==> config.mk <==
export PLATFORM = sky130hd
export DESIGN_NAME = wb_master_ctrl
export DESIGN_NICKNAME = d
export VERILOG_FILES = /design/src/rtl/wb_master_ctrl.sv
export SDC_FILE = /design/constraint.sdc
export NUM_CORES = 1
export LEC_CHECK = 0
export CAP_MARGIN = 20
export CELL_PAD_IN_SITES_DETAIL_PLACEMENT = 1
export CELL_PAD_IN_SITES_GLOBAL_PLACEMENT = 2
export CORE_MARGIN = 4
export CORE_UTILIZATION = 23
export CTS_CLUSTER_SIZE = 28
export DETAILED_ROUTE_END_ITERATION = 8
export GPL_ROUTABILITY_DRIVEN = 0
export GPL_TIMING_DRIVEN = 0
export MAX_ROUTING_LAYER = met4
export PLACE_DENSITY = 0.92
export SLEW_MARGIN = 10
export SYNTH_ARGS = -nofsm -noshare
export SYNTH_HDL_FRONTEND = slang
export SYNTH_SLANG_ARGS = --single-unit
==> constraint.sdc <==
create_clock -name CLK_I -period 4.9 [get_ports CLK_I]
set_clock_uncertainty 0.05 [all_clocks]
set_input_delay 0.735 -clock CLK_I [delete_from_list [all_inputs] [get_ports CLK_I]]
set_output_delay 0.735 -clock CLK_I [all_outputs]
set_load 0.1 [all_outputs]
==> src/rtl/wb_master_ctrl.sv <==
// Single-outstanding Wishbone classic master fed by a command/response handshake.
// Aborts a bus cycle after TIMEOUT_CYCLES without ACK and enforces an idle gap between cycles.
module wb_master_ctrl #(
  parameter int unsigned TIMEOUT_CYCLES = 16,
  parameter int unsigned GAP_CYCLES     = 2
) (
  input  logic        CLK_I,
  input  logic        RST_I,
  input  logic        CMD_VALID,
  output logic        CMD_READY,
  input  logic        CMD_WE,
  input  logic [31:0] CMD_ADDR,
  input  logic [31:0] CMD_WDATA,
  input  logic [3:0]  CMD_SEL,
  output logic        RSP_VALID,
  input  logic        RSP_READY,
  output logic [31:0] RSP_RDATA,
  output logic        RSP_ERR,
  output logic        CYC_O,
  output logic        STB_O,
  output logic        WE_O,
  output logic [3:0]  SEL_O,
  output logic [31:0] ADR_O,
  output logic [31:0] DAT_O,
  input  logic        ACK_I,
  input  logic [31:0] DAT_I
);

  localparam int unsigned TW = (TIMEOUT_CYCLES > 0) ? $clog2(TIMEOUT_CYCLES + 1) : 1;
  localparam int unsigned GW = (GAP_CYCLES > 0) ? $clog2(GAP_CYCLES + 1) : 1;
  localparam logic [TW-1:0] TOUT_LAST = TW'(TIMEOUT_CYCLES - 1);
  localparam logic [GW-1:0] GAP_LOAD  = GW'(GAP_CYCLES);

  typedef enum logic [1:0] {
    ST_IDLE = 2'd0,
    ST_BUS  = 2'd1,
    ST_RESP = 2'd2
  } state_t;

  state_t        state_r;
  state_t        state_nxt_s;

  logic [TW-1:0] tout_cnt_r;
  logic [TW-1:0] tout_cnt_nxt_s;
  logic [GW-1:0] gap_cnt_r;
  logic [GW-1:0] gap_cnt_nxt_s;

  logic          cmd_ready_r,  cmd_ready_nxt_s;
  logic          cyc_r,        cyc_nxt_s;
  logic          stb_r,        stb_nxt_s;
  logic          we_r,         we_nxt_s;
  logic [3:0]    sel_r,        sel_nxt_s;
  logic [31:0]   adr_r,        adr_nxt_s;
  logic [31:0]   dat_r,        dat_nxt_s;
  logic          rsp_valid_r,  rsp_valid_nxt_s;
  logic [31:0]   rsp_rdata_r,  rsp_rdata_nxt_s;
  logic          rsp_err_r,    rsp_err_nxt_s;

  logic          accept_s;
  logic          bus_ack_s;
  logic          bus_tout_s;

  // ACK outranks the timeout when both land on the same cycle.
  assign accept_s   = (state_r == ST_IDLE) && CMD_VALID && cmd_ready_r;
  assign bus_ack_s  = (state_r == ST_BUS) && ACK_I;
  assign bus_tout_s = (state_r == ST_BUS) && !ACK_I && (tout_cnt_r == TOUT_LAST);

  // State register.
  always_ff @(posedge CLK_I) begin
    if (RST_I) begin
      state_r <= ST_IDLE;
    end else begin
      state_r <= state_nxt_s;
    end
  end

  // Next-state decode.
  always_comb begin
    state_nxt_s = state_r;
    case (state_r)
      ST_IDLE: begin
        if (accept_s) begin
          state_nxt_s = ST_BUS;
        end else begin
          state_nxt_s = ST_IDLE;
        end
      end
      ST_BUS: begin
        if (bus_ack_s || bus_tout_s) begin
          state_nxt_s = ST_RESP;
        end else begin
          state_nxt_s = ST_BUS;
        end
      end
      ST_RESP: begin
        if (RSP_READY) begin
          state_nxt_s = ST_IDLE;
        end else begin
          state_nxt_s = ST_RESP;
        end
      end
      default: begin
        state_nxt_s = ST_IDLE;
      end
    endcase
  end

  // Next values for the registered outputs and counters.
  always_comb begin
    cyc_nxt_s       = cyc_r;
    stb_nxt_s       = stb_r;
    we_nxt_s        = we_r;
    sel_nxt_s       = sel_r;
    adr_nxt_s       = adr_r;
    dat_nxt_s       = dat_r;
    rsp_valid_nxt_s = rsp_valid_r;
    rsp_rdata_nxt_s = rsp_rdata_r;
    rsp_err_nxt_s   = rsp_err_r;
    tout_cnt_nxt_s  = tout_cnt_r;

    case (state_r)
      ST_IDLE: begin
        if (accept_s) begin
          cyc_nxt_s      = 1'b1;
          stb_nxt_s      = 1'b1;
          we_nxt_s       = CMD_WE;
          sel_nxt_s      = CMD_SEL;
          adr_nxt_s      = CMD_ADDR;
          tout_cnt_nxt_s = {TW{1'b0}};
          if (CMD_WE) begin
            dat_nxt_s = CMD_WDATA;
          end else begin
            dat_nxt_s = dat_r;
          end
        end else begin
          cyc_nxt_s = 1'b0;
          stb_nxt_s = 1'b0;
        end
      end
      ST_BUS: begin
        if (bus_ack_s) begin
          cyc_nxt_s       = 1'b0;
          stb_nxt_s       = 1'b0;
          rsp_valid_nxt_s = 1'b1;
          rsp_err_nxt_s   = 1'b0;
          rsp_rdata_nxt_s = we_r ? 32'h0000_0000 : DAT_I;
        end else if (bus_tout_s) begin
          cyc_nxt_s       = 1'b0;
          stb_nxt_s       = 1'b0;
          rsp_valid_nxt_s = 1'b1;
          rsp_err_nxt_s   = 1'b1;
          rsp_rdata_nxt_s = 32'h0000_0000;
          tout_cnt_nxt_s  = tout_cnt_r + TW'(1);
        end else begin
          tout_cnt_nxt_s  = tout_cnt_r + TW'(1);
        end
      end
      ST_RESP: begin
        if (RSP_READY) begin
          rsp_valid_nxt_s = 1'b0;
        end else begin
          rsp_valid_nxt_s = 1'b1;
        end
      end
      default: begin
        cyc_nxt_s       = 1'b0;
        stb_nxt_s       = 1'b0;
        rsp_valid_nxt_s = 1'b0;
      end
    endcase

    // The gap keeps a late ACK from a shifted-acknowledge slave out of the next cycle.
    if ((state_r == ST_BUS) && (state_nxt_s != ST_BUS)) begin
      gap_cnt_nxt_s = GAP_LOAD;
    end else if (gap_cnt_r != {GW{1'b0}}) begin
      gap_cnt_nxt_s = gap_cnt_r - GW'(1);
    end else begin
      gap_cnt_nxt_s = {GW{1'b0}};
    end

    cmd_ready_nxt_s = (state_nxt_s == ST_IDLE) && (gap_cnt_nxt_s == {GW{1'b0}});
  end

  // Output and counter registers.
  always_ff @(posedge CLK_I) begin
    if (RST_I) begin
      cmd_ready_r <= 1'b1;
      cyc_r       <= 1'b0;
      stb_r       <= 1'b0;
      we_r        <= 1'b0;
      sel_r       <= 4'h0;
      adr_r       <= 32'h0000_0000;
      dat_r       <= 32'h0000_0000;
      rsp_valid_r <= 1'b0;
      rsp_rdata_r <= 32'h0000_0000;
      rsp_err_r   <= 1'b0;
      tout_cnt_r  <= {TW{1'b0}};
      gap_cnt_r   <= {GW{1'b0}};
    end else begin
      cmd_ready_r <= cmd_ready_nxt_s;
      cyc_r       <= cyc_nxt_s;
      stb_r       <= stb_nxt_s;
      we_r        <= we_nxt_s;
      sel_r       <= sel_nxt_s;
      adr_r       <= adr_nxt_s;
      dat_r       <= dat_nxt_s;
      rsp_valid_r <= rsp_valid_nxt_s;
      rsp_rdata_r <= rsp_rdata_nxt_s;
      rsp_err_r   <= rsp_err_nxt_s;
      tout_cnt_r  <= tout_cnt_nxt_s;
      gap_cnt_r   <= gap_cnt_nxt_s;
    end
  end

  assign CMD_READY = cmd_ready_r;
  assign CYC_O     = cyc_r;
  assign STB_O     = stb_r;
  assign WE_O      = we_r;
  assign SEL_O     = sel_r;
  assign ADR_O     = adr_r;
  assign DAT_O     = dat_r;
  assign RSP_VALID = rsp_valid_r;
  assign RSP_RDATA = rsp_rdata_r;
  assign RSP_ERR   = rsp_err_r;

endmodule

==> results_dict.tcl <==
set metrics [dict create \
    status "finished clean" \
    synth_area_per_cell_sq_um 8.51 \
    final_common_cell "clkdlybuf4s50_1" \
    clk_pin_slew_ns 0.05 \
    cp_num_buf_inv 1 \
    initial_core_util 0.236 \
    fill_cells 2072 \
    min-delay-start "DAT_O[11]$_SDFFE_PP0P_" \
    cp.arrival_ns 2.15 \
    dpl.hpwl_um 10900 \
    dieHeight_um 142 \
    place_ws_ns 2.19 \
    yosysWarningCount 0 \
    crit_start "CMD_READY$_SDFF_PP1_" \
    yosysSeqAreaShare 0.554 \
    holdWs_ns 0.401 \
    grt_max_degree 17 \
    cts_root_buf "clkbuf_16" \
    slew_headroom 0.300 \
    crit_family "buffers and inverters" \
    drv_slew 0 \
    rsz0062_at_grt "no" \
    period_share 0.600 \
    grt_pass1_vias 4285 \
    regArea_sq_um 2280 \
    clk_latency_ns 0.40 \
    worst_slew_pin_slew_ns 1.05 \
    setup_ws_ns 1.96 \
    cap_violations 0 \
    cts.path.max_buffers 2 \
    htree_levels 4 \
    viasPerCell 4.34 \
    cts_setup_buffers 0 \
    wl_um 14700 \
    slowest_delay_ns 1.23 \
    ios 212 \
    r2r-start "tout_cnt_r[0]$_SDFFE_PP0P_" \
    cts_tree "done" \
    timing_worst_setup_path_type "flip-flop to output pin" \
    numPortBuffers 211 \
    netlist_instances 484 \
    gr-total-overflow 0 \
    crit_chain "clkdlybuf4s50_1" \
    wire_per_inst_um 15.5 \
    grt_usage 0.148 \
    core_area_sq_um 17400 \
    ant_nets 0 \
    cp.required_ns 4.12 \
    hold_viol_final 0 \
    placed_cell_area_sq_um 6510 \
    synth.distinct_cells 39 \
    drt_iter0_drc 89 \
    die_area_sq_um 20100 \
    finalCriticalPeriod_ns 2.94 \
    critPathMaxFanout 7 \
    antenna_found_initial 0 \
    num_rows 48 \
    cp-end-kind "output pin" \
    die_width_um 142 \
    synthToLayoutAreaGrowth_pct 72.2 \
    p_leak_nw 2.60 \
    final_util 0.407 \
    hold_path.class "flip-flop to flip-flop" \
    slowest_stage "clkdlybuf4s50_1" \
    max_freq_mhz 340 \
    grt_pass1_wl_um 22700 \
    numCtsBuffers 17 \
    dr.pass1.iters 4 \
    layout_common_cells "211 x clkdlybuf4s50_1, 138 x nand2_1, 114 x dfxtp_1" \
    cts_resized 0 \
    vias 4127 \
    syn-num-nets 596 \
    ir_drop_mv 0.233 \
    fin_nets 826 \
    drc 0 \
    multi_input_area_sq_um 1640 \
    fin_area_sq_um 7090 \
    cts.sinks 114 \
    finalSetupViolCount 0 \
    hold_buffers 0 \
    startpoint_type "flip-flop" \
    syn_area_sq_um 4120 \
    fin_setup_tns_ns 0 \
    layout-drive-gt1-share 0.0648 \
    powerDensity_nw_per_um2 420 \
    synth_seq_cells 114 \
    num_antenna_cells 0 \
]
[state kept, by name (all words and copies together) (netlist names)]
signal and cells:
gap_cnt_r 2, RSP_RDATA 32, RSP_ERR 1, DAT_O 32
WE_O 1, SEL_O 4, state_r 2, RSP_VALID 1
STB_O 1, ADR_O 32, tout_cnt_r 5, CMD_READY 1
[cell families after synthesis]
| logic type | Yosys count | share of synthesized area |
|---|---|---|
| AND/OR/NAND/NOR | 198 | 0.201 |
| buffers and inverters | 43 | 0.0465 |
| adder cells (fa/ha/maj) | 6 | 0.0182 |
| AO/OA/AOI/OAI | 121 | 0.175 |
| multiplexers | 2 | 0.00486 |
| flip-flops | 114 | 0.554 |
[per-stage QoR]
step,power [mW],cells
global route,3.11,950
floorplan,1.54,484
global placement,1.78,920
detailed placement,1.79,920
finish,2.98,950
CTS,3.02,950
[cells in the mapped netlist]
cell / instances / area share
nand2_1: 138 / 0.13
dfxtp_1: 114 / 0.55
a21oi_1: 77 / 0.094
nor2_1: 35 / 0.032
a22oi_1: 32 / 0.058
clkbuf_1: 21 / 0.019
buf_2: 14 / 0.017
ha_1: 6 / 0.018
inv_1: 5 / 0.0046
nand3_1: 4 / 0.0049
o31ai_1: 4 / 0.0073
and3_1: 3 / 0.0046
a211oi_1: 2 / 0.0036
mux2i_1: 2 / 0.0049
nand3b_1: 2 / 0.0036
o21ai_0: 2 / 0.0024
a21boi_4: 1 / 0.0046
and2_0: 1 / 0.0015
and3b_2: 1 / 0.0024
and4_1: 1 / 0.0021
buf_4: 1 / 0.0018
buf_6: 1 / 0.0027
clkbuf_2: 1 / 0.0012
nand2b_1: 1 / 0.0015
nand4_1: 1 / 0.0015
nand4b_1: 1 / 0.0021
nand4bb_1: 1 / 0.0027
nor2b_1: 1 / 0.0015
nor3_1: 1 / 0.0012
nor3b_1: 1 / 0.0018
nor4_1: 1 / 0.0015
nor4b_1: 1 / 0.0021
o2111ai_1: 1 / 0.0021
o21ai_1: 1 / 0.0012
o41ai_1: 1 / 0.0021
or3_1: 1 / 0.0015
or3b_2: 1 / 0.0021
or4_1: 1 / 0.0018
or4b_1: 1 / 0.0024
[tightest hold or removal path: cells and delay by family (launching register included)]
kind,cells,cell delay [ns]
flip-flops,1,0.30
AND/OR/NAND/NOR,1,0.05
AO/OA/AOI/OAI,1,0.05
[routing by layer]
metal	GRT usage	vias up	wire (um)
met3	0.0468	9	881
met4	0.0394	0	118
met2	0.237	119	7000
met1	0.180	1911	6700
met5	-	-	0
li1	-	2088	-
[final timing paths]
path / endpoint / slack [ns] / cells after the start
setup reg to reg: RSP_RDATA[21]$_SDFFE_PP0P_ / 2.66 / 7
setup / recovery: CMD_READY / 1.96 / 1
hold / removal: DAT_O[11]$_SDFFE_PP0P_ / 0.40 / 2
hold reg to reg: DAT_O[11]$_SDFFE_PP0P_ / 0.40 / 2
[power breakdown]
part	switching [mW]	internal, mW
Sequential	0.0304	0.982
Clock	0.414	0.808
Combinational	0.530	0.217
[area by class of cell]
| cell class | count | share of cell area |
|---|---|---|
| Buffer | 38 | 0.0243 |
| Clock buffer | 25 | 0.0713 |
| Clock inverter | 5 | 0.0106 |
| Inverter | 5 | 0.00265 |
| Multi-Input combinational cell | 327 | 0.232 |
| Sequential cell | 114 | 0.322 |
| Tap cell | 225 | 0.0397 |
| Timing Repair Buffer | 211 | 0.298 |
Power figures use the tool's default switching activity.
